`src/rtl/ysyx_22051086_axi_rd_arbiter.sv`:
```
// Two-master AXI read-channel arbiter: ICACHE and DCACHE share one SRAM read port.
// Whole-burst ownership, alternating priority on ties, sticky burst-length error flag.
module ysyx_22051086_axi_rd_arbiter #(
    parameter int unsigned ADDR_W = 32,
    parameter int unsigned DATA_W = 64
) (
    input  logic              clk,
    input  logic              rst,
    // ICACHE master
    input  logic [ADDR_W-1:0] i_araddr,
    input  logic [3:0]        i_arlen,
    input  logic [2:0]        i_arsize,
    input  logic [1:0]        i_arburst,
    input  logic              i_arvalid,
    output logic              i_arready,
    output logic [DATA_W-1:0] i_rdata,
    output logic [1:0]        i_rresp,
    output logic              i_rlast,
    output logic              i_rvalid,
    input  logic              i_rready,
    // DCACHE master
    input  logic [ADDR_W-1:0] d_araddr,
    input  logic [3:0]        d_arlen,
    input  logic [2:0]        d_arsize,
    input  logic [1:0]        d_arburst,
    input  logic              d_arvalid,
    output logic              d_arready,
    output logic [DATA_W-1:0] d_rdata,
    output logic [1:0]        d_rresp,
    output logic              d_rlast,
    output logic              d_rvalid,
    input  logic              d_rready,
    // SRAM slave
    output logic [ADDR_W-1:0] s_araddr,
    output logic [3:0]        s_arlen,
    output logic [2:0]        s_arsize,
    output logic [1:0]        s_arburst,
    output logic              s_arvalid,
    input  logic              s_arready,
    input  logic [DATA_W-1:0] s_rdata,
    input  logic [1:0]        s_rresp,
    input  logic              s_rlast,
    input  logic              s_rvalid,
    output logic              s_rready,
    // status
    output logic [1:0]        grant,
    output logic              err
);

    typedef enum logic [1:0] {IDLE, AR, R} state_t;

    localparam logic SEL_I = 1'b0;
    localparam logic SEL_D = 1'b1;
    localparam logic [3:0] BEAT_MAX = 4'hF;

    state_t     state_q, state_d;
    logic       own_q, own_d;
    logic       last_q, last_d;
    logic [3:0] beat_q, beat_d;
    logic [3:0] len_q, len_d;
    logic       err_q, err_d;

    logic       own_arvalid;
    logic       own_rready;
    logic       ar_hs;
    logic       r_hs;

    // State and bookkeeping registers
    always_ff @(posedge clk or posedge rst) begin
        if (rst) begin
            state_q <= IDLE;
            own_q   <= SEL_I;
            last_q  <= SEL_I;
            beat_q  <= 4'd0;
            len_q   <= 4'd0;
            err_q   <= 1'b0;
        end else begin
            state_q <= state_d;
            own_q   <= own_d;
            last_q  <= last_d;
            beat_q  <= beat_d;
            len_q   <= len_d;
            err_q   <= err_d;
        end
    end

    // Next-state, channel muxing and handshake routing
    always_comb begin
        state_d   = state_q;
        own_d     = own_q;
        last_d    = last_q;
        beat_d    = beat_q;
        len_d     = len_q;
        err_d     = err_q;

        own_arvalid = (own_q == SEL_D) ? d_arvalid : i_arvalid;
        own_rready  = (own_q == SEL_D) ? d_rready  : i_rready;

        s_araddr  = (own_q == SEL_D) ? d_araddr  : i_araddr;
        s_arlen   = (own_q == SEL_D) ? d_arlen   : i_arlen;
        s_arsize  = (own_q == SEL_D) ? d_arsize  : i_arsize;
        s_arburst = (own_q == SEL_D) ? d_arburst : i_arburst;
        s_arvalid = 1'b0;
        s_rready  = 1'b0;
        i_arready = 1'b0;
        d_arready = 1'b0;
        i_rvalid  = 1'b0;
        d_rvalid  = 1'b0;
        ar_hs     = 1'b0;
        r_hs      = 1'b0;

        // R payload is broadcast; only rvalid selects the recipient
        i_rdata = s_rdata;
        i_rresp = s_rresp;
        i_rlast = s_rlast;
        d_rdata = s_rdata;
        d_rresp = s_rresp;
        d_rlast = s_rlast;

        case (state_q)
            IDLE: begin
                if (i_arvalid || d_arvalid) begin
                    state_d = AR;
                    if (i_arvalid && d_arvalid) own_d = ~last_q;
                    else                        own_d = d_arvalid ? SEL_D : SEL_I;
                end
            end
            AR: begin
                s_arvalid = own_arvalid;
                i_arready = (own_q == SEL_I) && s_arready;
                d_arready = (own_q == SEL_D) && s_arready;
                ar_hs     = own_arvalid && s_arready;
                if (ar_hs) begin
                    state_d = R;
                    len_d   = s_arlen;
                    beat_d  = 4'd0;
                    last_d  = own_q;
                end
            end
            R: begin
                s_rready = own_rready;
                i_rvalid = (own_q == SEL_I) && s_rvalid;
                d_rvalid = (own_q == SEL_D) && s_rvalid;
                r_hs     = s_rvalid && own_rready;
                if (r_hs) begin
                    if (beat_q != BEAT_MAX) beat_d = beat_q + 4'd1;
                    // rlast must coincide exactly with the beat numbered len_q
                    if (s_rlast != (beat_q == len_q)) err_d = 1'b1;
                    if (s_rlast) state_d = IDLE;
                end
            end
            default: state_d = IDLE;
        endcase
    end

    assign grant = (state_q == IDLE) ? 2'b00 : ((own_q == SEL_D) ? 2'b10 : 2'b01);
    assign err   = err_q;

endmodule
```
`config.mk`:
```
export PLATFORM = sky130hd
export DESIGN_NAME = ysyx_22051086_axi_rd_arbiter
export DESIGN_NICKNAME = d
export VERILOG_FILES = /design/src/rtl/ysyx_22051086_axi_rd_arbiter.sv
export SDC_FILE = /design/constraint.sdc
export NUM_CORES = 1
export LEC_CHECK = 0
export CAP_MARGIN = 20
export CORE_AREA = 2 2 131 133
export DETAILED_ROUTE_END_ITERATION = 7
export DIE_AREA = 0 0 133 135
export PLACE_DENSITY_LB_ADDON = 0.2
export SLEW_MARGIN = 5
export SYNTH_ARGS = -nofsm -noshare
export SYNTH_HDL_FRONTEND = slang
export SYNTH_SLANG_ARGS = --single-unit
```
`constraint.sdc`:
```
create_clock -name clk -period 1.4 [get_ports clk]
set_input_delay 0.28 -clock clk [delete_from_list [all_inputs] [get_ports clk]]
set_output_delay 0.28 -clock clk [all_outputs]
set_load 0.01 [all_outputs]
```
==> impl_metrics.py <==
metrics = {
    "run_status": {
        "outcome": "finished, violations left",
        "violations": "setup timing",
    },
    "clock_network": {
        "clk_latency_ns": 0.24,
        "cts_tree": "done",
        "cts_buffers": 3,
        "cts_max_path_buffers": 2,
        "root_buffer": "clkbuf_16",
        "cts_num_sinks": 13,
        "path_clk_slew_ns": 0.04,
        "holdBufCountCts": 0,
        "htree_num_levels": 1,
    },
    "sta": {
        "fin_crit_sh": 1.26,
        "hold_viol_final": 0,
        "tightest_slew_ns": 0.334,
        "rsz0062_at_grt": "yes",
        "maxSlewHeadroom": 0.777,
        "drv_slew": 0,
        "finalClockSkew_ns": 0.000743,
        "hold_slack_ns": 0.367,
        "setup_violations": 61,
        "setup_slack_ns": -0.358,
        "fmax_ghz": 0.569,
        "period_needed_ns": 1.76,
    },
    "layout": {
        "drive_gt1_frac": 0.542,
        "multi_input_area_um2": 973,
        "final_area_mm2": 0.00353,
        "fin_nets": 467,
        "n_antenna_cell": 0,
        "fill_cells": 1757,
        "area_growth_syn_to_layout_pct": 60.8,
        "seq_area_um2": 327,
    },
    "yosys": {
        "ys_seq_area_frac": 0.148,
        "yosysWarnings": 0,
        "ys_types": 25,
        "ys_seq_elements": 13,
        "syn_inst": 256,
        "synth_simple_gate_area_frac": 0.0894,
        "synth_top_family_by_area": "buffers and inverters",
        "synth_top_area_cell": "buf_4",
        "synth.cell_area_mm2": 0.00220,
        "synthesis.nets": 414,
        "synth_mux_area_frac": 0.220,
        "synthAdderAreaFrac": 0.00569,
        "synth_xor_area_frac": 0.0199,
        "avgSynthCellArea_um2": 8.59,
        "yosysTopAreaCellShare": 0.475,
        "synth_area_leaders": "buf_4, mux2_2, dfrtp_1, nand2_1, xnor2_1",
        "synth_compound_area_frac": 0.0347,
    },
    "global_route": {
        "grt_max_degree": 14,
        "antenna_found_initial": 0,
        "grt_pass1_vias": 1870,
        "grtUsageTotal": 0.0833,
        "grt_pass1_wl_mm": 11.4,
        "overflow": 0,
    },
    "setup_path": {
        "critPathRequiredTime_ns": 1.12,
        "worstSetupEndpointType": "output port",
        "critical_path_arrival_ns": 1.48,
        "start_kind": "register",
        "reg2reg_depth": 6,
        "critPathKind": "reg2out",
        "crit_path_max_fanout": 3,
    },
    "routing": {
        "post-route-drc-count": 0,
        "drt_wl_total_mm": 8.19,
        "ant_nets": 0,
        "drt_iter0_markers": 33,
        "firstDrtPassIters": 4,
        "wl_per_cell_um": 15.5,
        "vias": 1754,
        "avgViaCountPerCell": 3.32,
    },
    "die": {
        "rows": 47,
        "ios": 341,
        "core-area_mm2": 0.0164,
        "dieArea_mm2": 0.0180,
        "die_h_um": 135,
        "dieWidth_um": 133,
        "start_util": 0.134,
    },
    "placement": {
        "dpl_cell_area_mm2": 0.00303,
        "portBuffers": 142,
        "dp_hpwl_mm": 6.16,
        "place_congestion": 0.688,
    },
    "power_and_ir_drop": {
        "vdd_drop_max_mv": 0.421,
        "leakage_nw": 1.51,
        "powerDensity_mw_per_mm2": 1560,
    },
    "job": {
        "maxCapViolCount": 0,
    },
    "worst_hold_path": {
        "holdCritPathClass": "in2async",
    },
}
sequential cells by signal, summed over array words and instances, names as in the netlist:
signal and flops:
len_q 4, beat_q 4, state_q 2, last_q 1
err 1, own_q 1
worst paths after layout:
| path | to | slack (ns) | start |
|---|---|---|---|
| max | s_rready | -0.36 | own_q$_DFFE_PP0P_ |
| min | len_q[2]$_DFFE_PP0P_ | 0.37 | rst |
| max reg2reg | err$_DFFE_PP0P_ | -0.16 | own_q$_DFFE_PP0P_ |
| min reg2reg | last_q$_DFFE_PP0P_ | 0.49 | last_q$_DFFE_PP0P_ |
| max in group asynchronous | own_q$_DFFE_PP0P_ | 0.85 | rst |
| min in group clk | last_q$_DFFE_PP0P_ | 0.49 | last_q$_DFFE_PP0P_ |
placed cells by master (no fill, tap or decap), types with 3 or more instances in the layout:
cell / instances
clkdlybuf4s50_1: 89
buf_6: 48
mux2_2: 31
buf_4: 25
buf_2: 13
mux2_4: 12
nand2_1: 12
dfrtp_1: 12
nand2_2: 5
xnor2_1: 5
nor2_4: 4
clkbuf_16: 4
dlygate4sd2_1: 4
nand3_2: 3
metrics by stage:
step	TNS, ns	utilization	power (W)	instances	setup WS [ns]
after floorplan	0	-	0.00246	256	0.0192
after global placement	-20.65	0.185	0.00381	499	-0.595
after detailed placement	-21.12	0.185	0.00381	499	-0.589
after CTS	-16.04	0.208	0.00538	523	-0.394
after global routing	-17.19	0.215	0.00585	528	-0.396
final	-13.97	0.215	0.00550	528	-0.358
report_power, final:
part / switching (W) / internal (W) / total [W] / leakage (nW)
logic: 0.00169 / 0.00265 / 0.00435 / 1.31
registers: 0.000109 / 0.000516 / 0.000625 / 0.165
clock network: 0.000148 / 0.000383 / 0.000531 / 0.0382
logic make-up after synthesis:
logic type | Yosys count
buffers and inverters | 143
muxes | 43
and+or+nand+nor | 40
DFF | 13
AOI/OAI and AO/OA | 11
xor gates and xnor gates | 5
adders and majority gates | 1
cell type report:
class                   count  share of cell area
inverters                   3             0.00460
well taps                 220              0.0779
clock buffers               4              0.0223
flip-flops and latches     13              0.0924
repair buffers            187               0.527
multi-input cells         101               0.275
worst max-delay path, stage by stage, from the launching register on:
cell and delay, ns:
dfrtp_2 0.43, buf_6 0.14, buf_6 0.12, mux2_4 0.30, and2_4 0.14, buf_6 0.11
synth_stat cells (all sizes together):
master and n:
nand3 5, nor2b 1, a41o 1, nand4 2
mux2 43, inv 3, a31oi 1, nand3b 1
xnor2 5, o21ai 3, dfrtp 13, o31ai 2
o211ai 2, nand2b 2, and2 1, buf 140
nand2 18, a21oi 1, nor2 8, nor3 1
and2b 1, a311oi 1, ha 1
timing repair:
action	in CTS	in global routing
pin swaps	12	9
resized for setup	264	34
buffers inserted	17	6
endpoints found under the setup margin	63	61
cloned	4	1
metal layers:
layer / track usage / routed length [µm]
met5: 0 / 0
met4: 0.0251 / 130
met3: 0.0424 / 1080
met2: 0.157 / 4210
met1: 0.0788 / 2770
Power figures use the tool's default switching activity.
